--- src/rtl/sprite_orient_pipe_pkg.sv ---
// ---------------------------------------------------------------------------
// sprite_pkg : orientation codes, stream field bounds and the address helper
// Rev 1.0
// ---------------------------------------------------------------------------
`default_nettype none

package sprite_pkg;

    localparam logic [2:0] RIGHT        = 3'b000;
    localparam logic [2:0] DOWN         = 3'b001;
    localparam logic [2:0] UP           = 3'b010;
    localparam logic [2:0] LEFT         = 3'b011;
    localparam logic [2:0] RIGHT_MIRROR = 3'b100;
    localparam logic [2:0] DOWN_MIRROR  = 3'b101;
    localparam logic [2:0] UP_MIRROR    = 3'b110;
    localparam logic [2:0] LEFT_MIRROR  = 3'b111;

    localparam int COORD_W = 10;
    localparam int XC_HI   = 22;
    localparam int XC_LO   = 13;
    localparam int YC_HI   = 12;
    localparam int YC_LO   = 3;
    localparam int COL_HI  = 25;
    localparam int COL_LO  = 23;

    // Returns {A, B} packed into the low 2*n bits; coordinates up to 8 bits.
    function automatic logic [15:0] orient_addr(input logic [2:0] code,
                                                input logic [7:0] px,
                                                input logic [7:0] py,
                                                input int         n);
        logic [7:0] mask;
        logic [7:0] npx;
        logic [7:0] npy;
        logic [7:0] a;
        logic [7:0] b;
        mask = 8'((16'd1 << n) - 16'd1);
        npx  = ~px & mask;
        npy  = ~py & mask;
        a    = py;
        b    = npx;
        case (code)
            RIGHT:        begin a = py;  b = npx; end
            DOWN:         begin a = px;  b = py;  end
            UP:           begin a = px;  b = npy; end
            LEFT:         begin a = py;  b = px;  end
            RIGHT_MIRROR: begin a = npy; b = npx; end
            DOWN_MIRROR:  begin a = npx; b = py;  end
            UP_MIRROR:    begin a = npx; b = npy; end
            LEFT_MIRROR:  begin a = npy; b = px;  end
        endcase
        orient_addr = (16'(a) << n) | 16'(b);
    endfunction

endpackage

`default_nettype wire

--- src/rtl/sprite_orient_pipe_if.sv ---
// ---------------------------------------------------------------------------
// sprite_orient_pipe_if : pixel stream, sprite control and bitmap ROM bundle
// Rev 1.0
// ---------------------------------------------------------------------------
`default_nettype none

interface sprite_orient_pipe_if #(
    parameter int STR_W  = 26,
    parameter int ADDR_W = 11
);
    logic [STR_W-1:0]  RGBStr_i;
    logic [9:0]        posx_i;
    logic [9:0]        posy_i;
    logic [7:0]        sprite;
    logic              spr_en_i;
    logic [ADDR_W-1:0] addr;
    logic              rom_data_i;
    logic              inside_o;
    logic [STR_W-1:0]  RGBStr_o;

    modport master (
        output RGBStr_i, posx_i, posy_i, sprite, spr_en_i, rom_data_i,
        input  addr, inside_o, RGBStr_o
    );

    modport slave (
        input  RGBStr_i, posx_i, posy_i, sprite, spr_en_i, rom_data_i,
        output addr, inside_o, RGBStr_o
    );
endinterface

`default_nettype wire

--- src/rtl/sprite_orient_pipe_stream_delay.sv ---
// ---------------------------------------------------------------------------
// stream_delay : WIDTH x DEPTH shift register with synchronous clear
// Rev 1.0
// ---------------------------------------------------------------------------
`default_nettype none

module stream_delay #(
    parameter int WIDTH = 1,
    parameter int DEPTH = 1
) (
    input  logic             clk,
    input  logic             rst,
    input  logic [WIDTH-1:0] i_data,
    output logic [WIDTH-1:0] o_data
);
    logic [WIDTH-1:0] stage_q [DEPTH];
    logic [WIDTH-1:0] stage_d [DEPTH];

    always_comb begin
        stage_d[0] = i_data;
        for (int i = 1; i < DEPTH; i++) begin
            stage_d[i] = stage_q[i-1];
        end
    end

    always_ff @(posedge clk) begin
        if (rst) begin
            for (int i = 0; i < DEPTH; i++) begin
                stage_q[i] <= '0;
            end
        end else begin
            for (int i = 0; i < DEPTH; i++) begin
                stage_q[i] <= stage_d[i];
            end
        end
    end

    assign o_data = stage_q[DEPTH-1];
endmodule

`default_nettype wire

--- src/rtl/sprite_orient_pipe.sv ---
// ---------------------------------------------------------------------------
// sprite_orient_pipe : frame-latched sprite window, oriented ROM address and
// stream composite. Optional SPRITE_SCALE2X_EN doubles each texel to 2x2.
// Rev 1.0
// ---------------------------------------------------------------------------
`default_nettype none

module sprite_orient_pipe
    import sprite_pkg::*;
#(
    parameter int STR_W    = 26,
    parameter int SPR_LOG2 = 4,
    parameter int BMP_BITS = 3,
    parameter int ROM_LAT  = 1
) (
    input  logic                px_clk,
    input  logic                reset,
    sprite_orient_pipe_if.slave bus
);
    localparam int ADDR_W = BMP_BITS + 2*SPR_LOG2;
`ifdef SPRITE_SCALE2X_EN
    localparam int SCALE_SH = 1;
`else
    localparam int SCALE_SH = 0;
`endif
    localparam int               WIN_LOG2 = SPR_LOG2 + SCALE_SH;
    localparam logic [COORD_W:0] WIN_SIZE = (COORD_W+1)'(2**WIN_LOG2);

    logic [COORD_W-1:0]  x_s, y_s, rx, ry;
    logic                frame_start;
    logic [COORD_W-1:0]  lposx_q, lposx_d, lposy_q, lposy_d;
    logic [2:0]          lorient_q, lorient_d;
    logic [BMP_BITS-1:0] lbmp_q, lbmp_d;
    logic                len_q, len_d;
    logic                in1_q, in1_d;
    logic [SPR_LOG2-1:0] px1_q, px1_d, py1_q, py1_d;
    logic [2:0]          orient1_q, orient1_d;
    logic [BMP_BITS-1:0] bmp1_q, bmp1_d;
    logic [15:0]         oa;
    logic [ADDR_W-1:0]   addr_q, addr_d;
    logic                inside_q, inside_d;
    logic [STR_W-1:0]    rgb_q, rgb_d;
    logic [STR_W-1:0]    dly_str;
    logic                dly_in;
    logic                unused_bits;

    assign x_s         = bus.RGBStr_i[XC_HI:XC_LO];
    assign y_s         = bus.RGBStr_i[YC_HI:YC_LO];
    assign frame_start = (x_s == '0) && (y_s == '0);
    assign rx          = x_s - lposx_q;
    assign ry          = y_s - lposy_q;
    assign oa          = orient_addr(orient1_q, 8'(px1_q), 8'(py1_q), SPR_LOG2);
    assign unused_bits = ^{oa, bus.sprite};

    always_comb begin
        lposx_d   = lposx_q;
        lposy_d   = lposy_q;
        lorient_d = lorient_q;
        lbmp_d    = lbmp_q;
        len_d     = len_q;
        // Shadow copy only at the frame origin so a moving sprite never tears.
        if (frame_start) begin
            lposx_d   = bus.posx_i;
            lposy_d   = bus.posy_i;
            lorient_d = bus.sprite[7:5];
            lbmp_d    = bus.sprite[BMP_BITS-1:0];
            len_d     = bus.spr_en_i;
        end

        // Negative offsets wrap to large values and fail the unsigned compare.
        in1_d     = len_q && ({1'b0, rx} < WIN_SIZE) && ({1'b0, ry} < WIN_SIZE);
        px1_d     = rx[SCALE_SH +: SPR_LOG2];
        py1_d     = ry[SCALE_SH +: SPR_LOG2];
        orient1_d = lorient_q;
        bmp1_d    = lbmp_q;

        addr_d    = {bmp1_q, oa[2*SPR_LOG2-1:0]};
        inside_d  = in1_q;

        rgb_d = dly_str;
        if (dly_in && bus.rom_data_i) begin
            rgb_d[COL_HI:COL_LO] = 3'b111;
        end
    end

    always_ff @(posedge px_clk) begin
        if (reset) begin
            lposx_q   <= '0;
            lposy_q   <= '0;
            lorient_q <= '0;
            lbmp_q    <= '0;
            len_q     <= 1'b0;
            in1_q     <= 1'b0;
            px1_q     <= '0;
            py1_q     <= '0;
            orient1_q <= '0;
            bmp1_q    <= '0;
            addr_q    <= '0;
            inside_q  <= 1'b0;
            rgb_q     <= '0;
        end else begin
            lposx_q   <= lposx_d;
            lposy_q   <= lposy_d;
            lorient_q <= lorient_d;
            lbmp_q    <= lbmp_d;
            len_q     <= len_d;
            in1_q     <= in1_d;
            px1_q     <= px1_d;
            py1_q     <= py1_d;
            orient1_q <= orient1_d;
            bmp1_q    <= bmp1_d;
            addr_q    <= addr_d;
            inside_q  <= inside_d;
            rgb_q     <= rgb_d;
        end
    end

    // Stream waits for address pipeline plus ROM; inside only waits for ROM.
    stream_delay #(.WIDTH(STR_W), .DEPTH(2 + ROM_LAT)) u_str_dly (
        .clk    (px_clk),
        .rst    (reset),
        .i_data (bus.RGBStr_i),
        .o_data (dly_str)
    );

    stream_delay #(.WIDTH(1), .DEPTH(ROM_LAT)) u_ins_dly (
        .clk    (px_clk),
        .rst    (reset),
        .i_data (inside_q),
        .o_data (dly_in)
    );

    assign bus.addr     = addr_q;
    assign bus.inside_o = inside_q;
    assign bus.RGBStr_o = rgb_q;
endmodule

`default_nettype wire

--- src/flat_wrapper.sv ---
// flat-port wrapper written by rule: the top's interface ports become plain ports
module sprite_orient_pipe_flat import sprite_pkg::*;
#(
    parameter int STR_W    = 26,
    parameter int SPR_LOG2 = 4,
    parameter int BMP_BITS = 3,
    parameter int ROM_LAT  = 1
)
  (px_clk, reset, bus_RGBStr_i, bus_posx_i, bus_posy_i, bus_sprite, bus_spr_en_i, bus_rom_data_i, bus_addr, bus_inside_o, bus_RGBStr_o);
  sprite_orient_pipe_if #(.STR_W(STR_W), .ADDR_W(11)) bus_i ();
  input  logic px_clk;
  input  logic reset;
  input wire logic [$bits(bus_i.RGBStr_i)-1:0] bus_RGBStr_i;
  input wire logic [$bits(bus_i.posx_i)-1:0] bus_posx_i;
  input wire logic [$bits(bus_i.posy_i)-1:0] bus_posy_i;
  input wire logic [$bits(bus_i.sprite)-1:0] bus_sprite;
  input wire logic [$bits(bus_i.spr_en_i)-1:0] bus_spr_en_i;
  input wire logic [$bits(bus_i.rom_data_i)-1:0] bus_rom_data_i;
  output wire logic [$bits(bus_i.addr)-1:0] bus_addr;
  output wire logic [$bits(bus_i.inside_o)-1:0] bus_inside_o;
  output wire logic [$bits(bus_i.RGBStr_o)-1:0] bus_RGBStr_o;
  assign bus_i.RGBStr_i = bus_RGBStr_i;
  assign bus_i.posx_i = bus_posx_i;
  assign bus_i.posy_i = bus_posy_i;
  assign bus_i.sprite = bus_sprite;
  assign bus_i.spr_en_i = bus_spr_en_i;
  assign bus_i.rom_data_i = bus_rom_data_i;
  assign bus_addr = bus_i.addr;
  assign bus_inside_o = bus_i.inside_o;
  assign bus_RGBStr_o = bus_i.RGBStr_o;
  sprite_orient_pipe #(.STR_W(STR_W), .SPR_LOG2(SPR_LOG2), .BMP_BITS(BMP_BITS), .ROM_LAT(ROM_LAT)) u_core (.px_clk(px_clk), .reset(reset), .bus(bus_i));
endmodule
--- config.mk ---
export PLATFORM = sky130hd
export DESIGN_NAME = sprite_orient_pipe_flat
export DESIGN_NICKNAME = d
export VERILOG_FILES = /design/src/rtl/sprite_orient_pipe_pkg.sv /design/src/rtl/sprite_orient_pipe_if.sv /design/src/rtl/sprite_orient_pipe_stream_delay.sv /design/src/rtl/sprite_orient_pipe.sv /design/src/flat_wrapper.sv
export SDC_FILE = /design/constraint.sdc
export NUM_CORES = 1
export LEC_CHECK = 0
export BUFFER_PORTS_ARGS = -buffer_cell sky130_fd_sc_hd__buf_2
export CAP_MARGIN = 20
export CORE_MARGIN = 2
export CORE_UTILIZATION = 45
export CTS_BUF_LIST = sky130_fd_sc_hd__clkbuf_2 sky130_fd_sc_hd__clkbuf_4 sky130_fd_sc_hd__clkbuf_8
export DETAILED_ROUTE_END_ITERATION = 16
export GPL_TIMING_DRIVEN = 0
export PLACE_DENSITY = 0.66
export SYNTH_ARGS = -nofsm -noshare
export SYNTH_HDL_FRONTEND = slang
export SYNTH_SLANG_ARGS = --single-unit
--- constraint.sdc ---
create_clock -name px_clk -period 2.3 [get_ports px_clk]
set_input_delay 0.115 -clock px_clk [delete_from_list [all_inputs] [get_ports px_clk]]
set_output_delay 0.115 -clock px_clk [all_outputs]
set_load 0.005 [all_outputs]
==> results.toml, run 1 <==
[cells_and_area]
utilization = 0.601
regArea_mm2 = 0.00318
n_antenna_cell = 0
fill_cells = 1077
layout.cells.non_filler = 884
fin_nets = 781
multi_input_area_mm2 = 0.00228
synthToLayoutAreaGrowth_pct = 29.6
drive_gt1_frac = 0.196
final_area_mm2 = 0.00728

[pwr]
power_leakage_nw = 2.99
irDropWorstVdd_uv = 493
power_density_mw_per_mm2 = 724

[floorplanning]
rows = 40
core_area_mm2 = 0.0121
initial_core_util = 0.464
die_x_um = 116
die-area_mm2 = 0.0134
io_pins = 96
die_h_um = 116

[sta]
hold_viol = 0
skew_ns = 0.0116
tightest_slew_ns = 0.746
maxSlewViolCount = 0
fmax_ghz = 0.461
setup_ws_ns = 0.132
finalCritPeriodShare = 0.942
setup_violations = 0
period_needed_ns = 2.17
max_slew_margin = 0.503

[clock_network]
tritoncts = "built"
cts_max_path_buffers = 2
cts-root-buf = "clkbuf_8"
htreeDepth = 4
cts_num_sinks = 159
numCtsBuffers = 17
clock_latency_ns = 0.44
path_clk_slew_ns = 0.08

[route]
dr_wl_met3_um = 532
via_count = 3965
wl_per_cell_um = 12.7
top_layer = "met4"
met1_length_um = 4860
drtIter0Drc = 131
vias_per_cell = 4.49
drt-total-wl_um = 11200
drt_pass1_iterations = 4
wl_met2_um = 5420
antenna_left = 0
drc_errors = 0

[synth]
syn_inst = 537
synth_cell_types = 39
synth_compound_area_frac = 0.0595
async_flop_share = 0
synth_top_family_by_area = "simple AND/OR/NAND/NOR gates"
yosys.area_share.simple = 0.204
ys_top_cells_by_area = "dfxtp_1 (57%), nor2b_1 (13%), mux2i_1 (6.1%)"
synth_xor_area_frac = 0.0265
yosys-top-cells-count = "dfxtp_1 (159), nor2b_1 (115), nor2_1 (55)"
yosysWarnings = 0
synth_top_flop_cell = "dfxtp_1"
synth-edff-count = 0
synth-adder-area-share = 0.0472
synth_top_cell_by_area = "dfxtp_1"
syn_area_per_cell_um2 = 10.5
synthMuxAreaShare = 0.0606
ys_seq_elements = 159
synth_fp_nets = 615
yosysTopAreaCellShare = 0.567
synth_most_common_cell = "dfxtp_1"
synth.cell_area_mm2 = 0.00562
synth-seq-area-share = 0.567

[job]
drv_cap = 0

[critical_path]
r2r_start = "u_core.lposx_q[0]$_SDFFE_PP0P_"
crit_path_start_kind = "primary input"
crit_type = "in2reg"
cp_max_fo = 2
required_ns = 2.64
worstRegToRegCells = 9
worst-r2r-setup-slack_ns = 0.16
rr_endpoint = "u_core.in1_q$_SDFF_PP0_"
setup.worst_path.end_class = "flop"
crit_arrival_ns = 2.51

[placement]
gp_congestion = 0.863
placedCellCount = 798
dp_worst_setup_slack_ns = 0.108
port_buffers = 93
dp_hpwl_um = 8010
dpl_cell_area_mm2 = 0.00629

[grt]
first_global_vias = 3801
grt_max_degree = 17
grt_pass1_wl_um = 17700
overflow = 0
grt_usage = 0.177
antenna_found_initial = 0

[min_path]
hold_path.class = "in2reg"
worstHoldEndpoint = "u_core.u_str_dly.stage_q[0][8]$_SDFF_PP0_"
min_path_cells = 3
hp-start = "reset"

[status]
status = "complete, no violations"
==> final cells by class <==
type,count,share of cell area
well taps,168,0.0289
repair buffers,147,0.138
plain buffers,22,0.0136
clock inverters,9,0.0151
flip-flops and latches,159,0.437
multi-input cells,329,0.312
inverters,27,0.0143
clock buffers,23,0.0400
==> sequential cells by signal, indices dropped and copies added (netlist names), 3 cells and up <==
name / flops
u_core.lposy_q: 10
u_core.lorient_q: 3
u_core.px1_q: 4
u_core.bmp1_d: 3
u_core.u_str_dly.stage_q: 78
u_core.bus.RGBStr_o: 26
u_core.bmp1_q: 3
u_core.bus.addr: 11
u_core.py1_q: 4
u_core.orient1_q: 3
u_core.lposx_q: 10
==> timing repair <==
item,4_1_cts,5_1_grt
gates resized for setup,0,12
setup buffers,0,1
setup endpoints to repair,0,1
hold endpoints to repair,56,0
hold buffers,54,0
==> critical path, cell delays in order <==
cell and delay, ns:
buf_2 0.11, dlygate4sd3_1 0.55, inv_1 0.11, ha_1 0.18
inv_1 0.05, fa_1 0.40, a21o_1 0.23, a21oi_2 0.15
xnor2_1 0.10, nor3_1 0.19, nand3_1 0.15, nor4_4 0.18
==> power by group <==
group / total [mW] / switching (mW) / internal [mW]
registers: 2.85 / 0.0191 / 2.83
clock network: 2.00 / 0.934 / 1.07
logic: 0.422 / 0.209 / 0.214
total: 5.27 / 1.16 / 4.11
==> kinds of logic (layout without fill, tap and decap cells) <==
group                      after synthesis  count (layout)
AOI/OAI and AO/OA                       52              52
xor gates and xnor gates                17              17
adders and majority gates               20              20
buffers and inverters                   49             228
DFF                                    159             159
muxes                                   34              34
and+or+nand+nor                        206             206
==> metal layers <==
layer | global-route usage | vias to the layer above
li1 | - | 2074
met5 | 0 | -
met4 | 0.0929 | 0
met1 | 0.201 | 1764
met2 | 0.303 | 99
met3 | 0.0492 | 28
==> worst max-delay path by stage <==
stage | start | end | slack [ns] | cells after the start
final | bus_RGBStr_i[3] | u_core.in1_q$_SDFF_PP0_ | 0.13 | 12
after floorplan | u_core.lposx_q[0]$_SDFFE_PP0P_ | u_core.in1_q$_SDFF_PP0_ | 0.42 | 9
after CTS | bus_RGBStr_i[3] | u_core.in1_q$_SDFF_PP0_ | 0.03 | 12
after global placement | bus_RGBStr_i[13] | u_core.in1_q$_SDFF_PP0_ | 0.11 | 11
after detailed placement | u_core.lposy_q[6]$_SDFFE_PP0P_ | u_core.in1_q$_SDFF_PP0_ | 0.11 | 8
after global routing | u_core.lposx_q[5]$_SDFFE_PP0P_ | u_core.in1_q$_SDFF_PP0_ | -0.007 | 8
==> cells in the final DEF, fill, tap and decap left out, types with 9 or more instances in the layout <==
master / instances
dfxtp_1: 158
nor2b_1: 115
buf_2: 93
nor2_1: 55
dlygate4sd3_1: 54
mux2i_1: 34
inv_1: 26
clkbuf_8: 19
ha_1: 17
clkbuf_1: 16
a21oi_1: 15
xnor2_1: 10
nand2_1: 9
==> per-stage QoR <==
step           power (mW)  hold WS, ns  TNS [ns]
2_1_floorplan        3.11        0.243         0
3_3_place_gp         3.25        0.330         0
3_5_place_dp         3.25        0.337         0
4_1_cts              5.30        0.203         0
5_1_grt              5.49        0.245  -0.00671
6_report             5.27        0.229         0
Note: power is estimated with default switching activity, not from simulation.
==> inputs of run 2 (changes only) <==
--- a/config.mk
+++ b/config.mk
@@ -15,4 +15,5 @@
 export PLACE_DENSITY = 0.66
 export SYNTH_ARGS = -nofsm -noshare
 export SYNTH_HDL_FRONTEND = slang
+export SYNTH_HIERARCHICAL = 1
 export SYNTH_SLANG_ARGS = --single-unit
==> results.toml, run 2 <==
[synth]
yosysWarnings = 6
async_flop_share = 0
yosys-top-cells-count = "dfxtp_1 (159), nor2b_1 (118), nor2_1 (54)"
synth_most_common_cell = "dfxtp_1"
synth_cell_types = 44
synth-edff-count = 0
syn_area_per_cell_um2 = 10.5
syn_inst = 543
yosysTopAreaCellShare = 0.561
synth_top_flop_cell = "dfxtp_1"
ys_top_cells_by_area = "dfxtp_1 (56%), nor2b_1 (13%), mux2i_1 (6.9%)"
synth_top_cell_by_area = "dfxtp_1"
synth-seq-area-share = 0.561
synth.cell_area_mm2 = 0.00568
synth_fp_nets = 621
ys_seq_elements = 159

[clock_network]
cts_max_path_buffers = 2
numCtsBuffers = 17
cts_num_sinks = 159
htreeDepth = 4
cts-root-buf = "clkbuf_8"
tritoncts = "built"
clock_latency_ns = 0.45
path_clk_slew_ns = 0.09
post-cts-setup-buffers = 0

[min_path]
hold_path.class = "in2reg"
worstHoldEndpoint = "u_core/py1_q[0]$_SDFF_PP0_"
min_path_cells = 4
hp-start = "bus_RGBStr_i[3]"

[critical_path]
slowest_stage = "dlygate4sd3_1"
rr_endpoint = "u_core/in1_q$_SDFF_PP0_"
required_ns = 2.67
r2r_start = "u_core/lposx_q[0]$_SDFFE_PP0P_"
worst-r2r-setup-slack_ns = 0.11
worstRegToRegCells = 9
crit_chain = "dlygate4sd3_1 -> buf_2 -> inv_1 -> ha_1 -> inv_1 -> fa_2 -> nand3_1 -> nand2_2 -> a311oi_2 -> xnor2_1 -> or4_4 -> nor4_4"
crit_type = "in2reg"
cp_max_fo = 3
crit_path_start_kind = "primary input"
cpPeakStageDelay_ns = 0.55
crit_path_frequent_cell = "inv_1"
setup.worst_path.end_class = "flop"
crit_arrival_ns = 2.62

[sta]
setup_tns_ns = 0
skew_ns = 0.00896
tightest_slew_ns = 0.615
max_slew_margin = 0.590
period_needed_ns = 2.25
setup_violations = 0
rsz0062_at_grt = "true"
maxSlewViolCount = 0
finalCritPeriodShare = 0.980
fmax_ghz = 0.444
hold_viol = 0

[pwr]
irDropWorstVdd_uv = 403
power_leakage_nw = 3.04
power_density_mw_per_mm2 = 698

[route]
vias_per_cell = 4.54
drc_errors = 0
drt_pass1_iterations = 4
wl_per_cell_um = 12.7
antenna_left = 0
drt-total-wl_um = 11300
via_count = 4062
drtIter0Drc = 136

[floorplanning]
initial_core_util = 0.455
rows = 41
io_pins = 96
die-area_mm2 = 0.0135
die_h_um = 116
core_area_mm2 = 0.0125
die_x_um = 116

[grt]
grt_usage = 0.176
overflow = 0
first_global_vias = 3879
grt_pass1_wl_um = 17900
antenna_found_initial = 0
grt_max_degree = 17

[placement]
port_buffers = 93
dp_hpwl_um = 8120
gp_congestion = 0.943

[cells_and_area]
multi_input_area_mm2 = 0.00236
final_cell_mix = "dfxtp_1 (157), nor2b_1 (118), buf_2 (99)"
n_antenna_cell = 0
final_common_cell = "dfxtp_1"
fill_cells = 1095
synthToLayoutAreaGrowth_pct = 29.9
fin_nets = 788
drive_gt1_frac = 0.220
largest_reg_flops = 78
largest-register = "u_core/u_str_dly/stage_q"
regArea_mm2 = 0.00319
utilization = 0.592

[status]
status = "complete, no violations"

[job]
drv_cap = 0
==> run 2: what timing repair did <==
action | CTS | global route
setup endpoints to repair | 1 | 18
pin swaps | 4 | 6
gates resized for setup | 6 | 14
endpoints found under the hold margin | 57 | 0
hold buffers | 55 | 0
cloned | 0 | 0
==> run 2: stage by stage <==
step	power [mW]	setup WS [ns]	std cells	instance area (µm²)	hold WS [ns]
floorplan	3.12	0.187	543	5680	0.179
global placement	3.25	-0.0198	808	6360	0.327
detailed placement	3.26	-0.0579	808	6360	0.328
CTS	5.20	0.0159	895	7300	0.0656
global route	5.38	0.0251	895	7380	0.0952
finish	5.15	0.0459	895	7380	0.0845
==> run 2: cell families after synthesis <==
logic type	after synthesis	synth area share
compound gates	50	0.0564
simple gates	211	0.206
flops	159	0.561
xor+xnor	13	0.0201
fa+ha+maj	20	0.0467
buf+inv	51	0.0410
mux	39	0.0688
==> run 2: power by group <==
group / total [mW] / switching [mW] / internal [mW] / leakage (nW)
registers: 2.85 / 0.0202 / 2.83 / 1.30
clock network: 1.87 / 1.06 / 0.811 / 0.182
logic: 0.439 / 0.213 / 0.226 / 1.55
==> run 2: layer usage <==
metal,wire [µm],track usage,up-vias
li1,-,-,2106
met1,5020,0.205,1832
met2,5560,0.302,107
met3,519,0.0426,17
met4,227,0.0865,0
met5,0,0,-
==> run 2: worst max-delay path by stage <==
stage                                        start                 endpoint  cells past startpoint
global route                      bus_RGBStr_i[13]  u_core/in1_q$_SDFF_PP0_                     12
floorplan           u_core/lposx_q[0]$_SDFFE_PP0P_  u_core/in1_q$_SDFF_PP0_                      9
CTS                               bus_RGBStr_i[13]  u_core/in1_q$_SDFF_PP0_                     12
global placement    u_core/lposx_q[0]$_SDFFE_PP0P_  u_core/in1_q$_SDFF_PP0_                      9
detailed placement  u_core/lposx_q[0]$_SDFFE_PP0P_  u_core/in1_q$_SDFF_PP0_                      9
finish                            bus_RGBStr_i[13]  u_core/in1_q$_SDFF_PP0_                     12
==> run 2: critical path: cells and delay by family <==
family | cells | cell delay [ns]
adder cells (fa/ha/maj) | 2 | 0.51
XOR/XNOR | 1 | 0.11
AND/OR/NAND/NOR | 4 | 0.76
AO/OA/AOI/OAI | 1 | 0.32
buffers and inverters | 4 | 0.82
==> run 2: layout make-up <==
type,instances,share of cell area
plain buffers,22,0.0168
inverters,29,0.0148
repair buffers,148,0.138
well taps,172,0.0292
multi-input cells,333,0.320
flip-flops and latches,159,0.432
clock buffers,18,0.0336
clock inverters,14,0.0166
==> inputs of run 3 (changes only) <==
--- a/config.mk
+++ b/config.mk
@@ -8,11 +8,10 @@
 export BUFFER_PORTS_ARGS = -buffer_cell sky130_fd_sc_hd__buf_2
 export CAP_MARGIN = 20
 export CORE_MARGIN = 2
-export CORE_UTILIZATION = 45
+export CORE_UTILIZATION = 44
 export CTS_BUF_LIST = sky130_fd_sc_hd__clkbuf_2 sky130_fd_sc_hd__clkbuf_4 sky130_fd_sc_hd__clkbuf_8
 export DETAILED_ROUTE_END_ITERATION = 16
 export GPL_TIMING_DRIVEN = 0
-export PLACE_DENSITY = 0.66
 export SYNTH_ARGS = -nofsm -noshare
 export SYNTH_HDL_FRONTEND = slang
 export SYNTH_HIERARCHICAL = 1
==> results.toml, run 3 (synthesis gave the netlist of run 2 again) <==
[critical_path]
cp_max_fo = 3
cp_top_family = "simple AND/OR/NAND/NOR gates"
cpPeakStageDelay_ns = 0.43
crit_path_start_kind = "flop"
crit_arrival_ns = 2.65
crit_type = "reg2reg"
crit_chain = "ha_4 -> inv_2 -> fa_2 -> nand3_2 -> nand2_2 -> a311oi_2 -> xnor2_1 -> or4_4 -> nor4_4"
crit_buf_inv = 1
setup.worst_path.end_class = "flop"
slowest_stage = "or4_4"
required_ns = 2.65

[floorplanning]
die_h_um = 118
die_x_um = 118
io_pins = 96
core_area_mm2 = 0.0126
rows = 41
die-area_mm2 = 0.0138
initial_core_util = 0.450

[grt]
grt_max_degree = 17
grt_usage = 0.168
grt_pass1_wl_um = 18100
overflow = 0
antenna_found_initial = 0
first_global_vias = 3820

[placement]
port_buffers = 93
dp_hpwl_um = 8110
dpl_cell_area_mm2 = 0.00636
gp_congestion = 0.934
placedCellCount = 808

[route]
antenna_left = 0
drc_errors = 0
wl_per_cell_um = 12.4
vias_per_cell = 4.46
via_count = 3998
drtIter0Drc = 134
drt_pass1_iterations = 4
drt-total-wl_um = 11100

[clock_network]
clock_latency_ns = 0.43
path_clk_slew_ns = 0.07
cts_num_sinks = 159
numCtsBuffers = 17
cts_max_path_buffers = 2
cts-root-buf = "clkbuf_8"
htreeDepth = 4
tritoncts = "built"

[pwr]
irDropWorstVdd_uv = 302
p_sw_mw = 1.16
combPwrFrac = 0.084
clockPowerShare = 0.363
seq_power_share = 0.553
power_leakage_nw = 3.05
p_sw_frac = 0.224
power_density_mw_per_mm2 = 698
p_int_mw = 3.99

[cells_and_area]
largest_reg_flops = 78
final_cell_mix = "dfxtp_1 (157), nor2b_1 (118), buf_2 (99)"
utilization = 0.584
final_area_mm2 = 0.00737
layout.cells.non_filler = 896
drive_gt1_frac = 0.221
largest-register = "u_core/u_str_dly/stage_q"
final_common_cell = "dfxtp_1"
fin_nets = 791
n_antenna_cell = 0
synthToLayoutAreaGrowth_pct = 29.9

[min_path]
hold_path.class = "in2reg"

[sta]
max_slew_margin = 0.572
setup_ws_ns = -0.00150
period_needed_ns = 2.30
maxSlewViolCount = 0
setup_violations = 1
hold_viol = 0
fmax_ghz = 0.435
rsz0062_at_grt = "true"
skew_ns = 0.00662
finalCritPeriodShare = 1.00
tightest_slew_ns = 0.625

[status]
status = "complete, but fails checks"
violations = "negative setup slack"

[job]
drv_cap = 0
run 3: cell type report:
| type | count | area, µm² |
|---|---|---|
| multi-input cells | 333 | 2330 |
| repair buffers | 151 | 1040 |
| flip-flops and latches | 159 | 3190 |
| clock inverters | 9 | 86.3 |
| plain buffers | 22 | 124 |
| clock buffers | 21 | 283 |
| inverters | 29 | 109 |
| well taps | 172 | 215 |
| fillers | 1143 | 5250 |
run 3: layer usage:
layer | vias up | routed length, µm | global-route usage
met5 | - | 0 | 0
li1 | 2100 | - | -
met1 | 1787 | 5060 | 0.203
met3 | 17 | 481 | 0.0523
met2 | 94 | 5400 | 0.280
met4 | 0 | 182 | 0.0685
run 3: power groups by stage:
stage               Sequential (mW)  Clock, mW  Combinational, mW
finish                         2.85       1.87              0.432
CTS                            2.85       1.93              0.420
floorplan                      2.91          0              0.209
global route                   2.86       2.07              0.475
detailed placement             2.91          0              0.346
global placement               2.91          0              0.339
run 3: repair_timing:
action                                 4_1_cts  5_1_grt
endpoints found under the hold margin       57        0
resized for setup                            2       16
setup endpoints to repair                    1        1
pin swaps                                    1        8
setup buffers                                0        3
hold buffers                                55        0
gates cloned                                 0        0
run 3: worst paths after layout:
kind	slack (ns)	endpoint	start	depth (start not counted)
max	-0.001	u_core/in1_q$_SDFF_PP0_	u_core/lposx_q[0]$_SDFFE_PP0P_	9
min	0.11	u_core/px1_q[0]$_SDFF_PP0_	bus_RGBStr_i[13]	4
min reg2reg	0.44	u_core/u_str_dly/stage_q[0][26]$_SDFF_PP0_	u_core/u_str_dly/stage_q[0][0]$_SDFF_PP0_	1
max reg2reg	-0.001	u_core/in1_q$_SDFF_PP0_	u_core/lposx_q[0]$_SDFFE_PP0P_	9
run 3: tightest hold or removal path, stage by stage:
cell and delay, ns:
buf_2 0.13, inv_1 0.09, ha_4 0.13, nor2_1 0.03
run 3: metrics by stage:
stage,hold WS [ns],setup WS [ns],TNS [ns],power [mW]
2_1_floorplan,0.179,0.187,0,3.12
3_3_place_gp,0.329,-0.0455,-0.0455,3.25
3_5_place_dp,0.330,-0.0902,-0.0902,3.26
4_1_cts,0.0418,0.00157,0,5.20
5_1_grt,0.0716,-0.0731,-0.0731,5.40
6_report,0.108,-0.00150,-0.00150,5.15
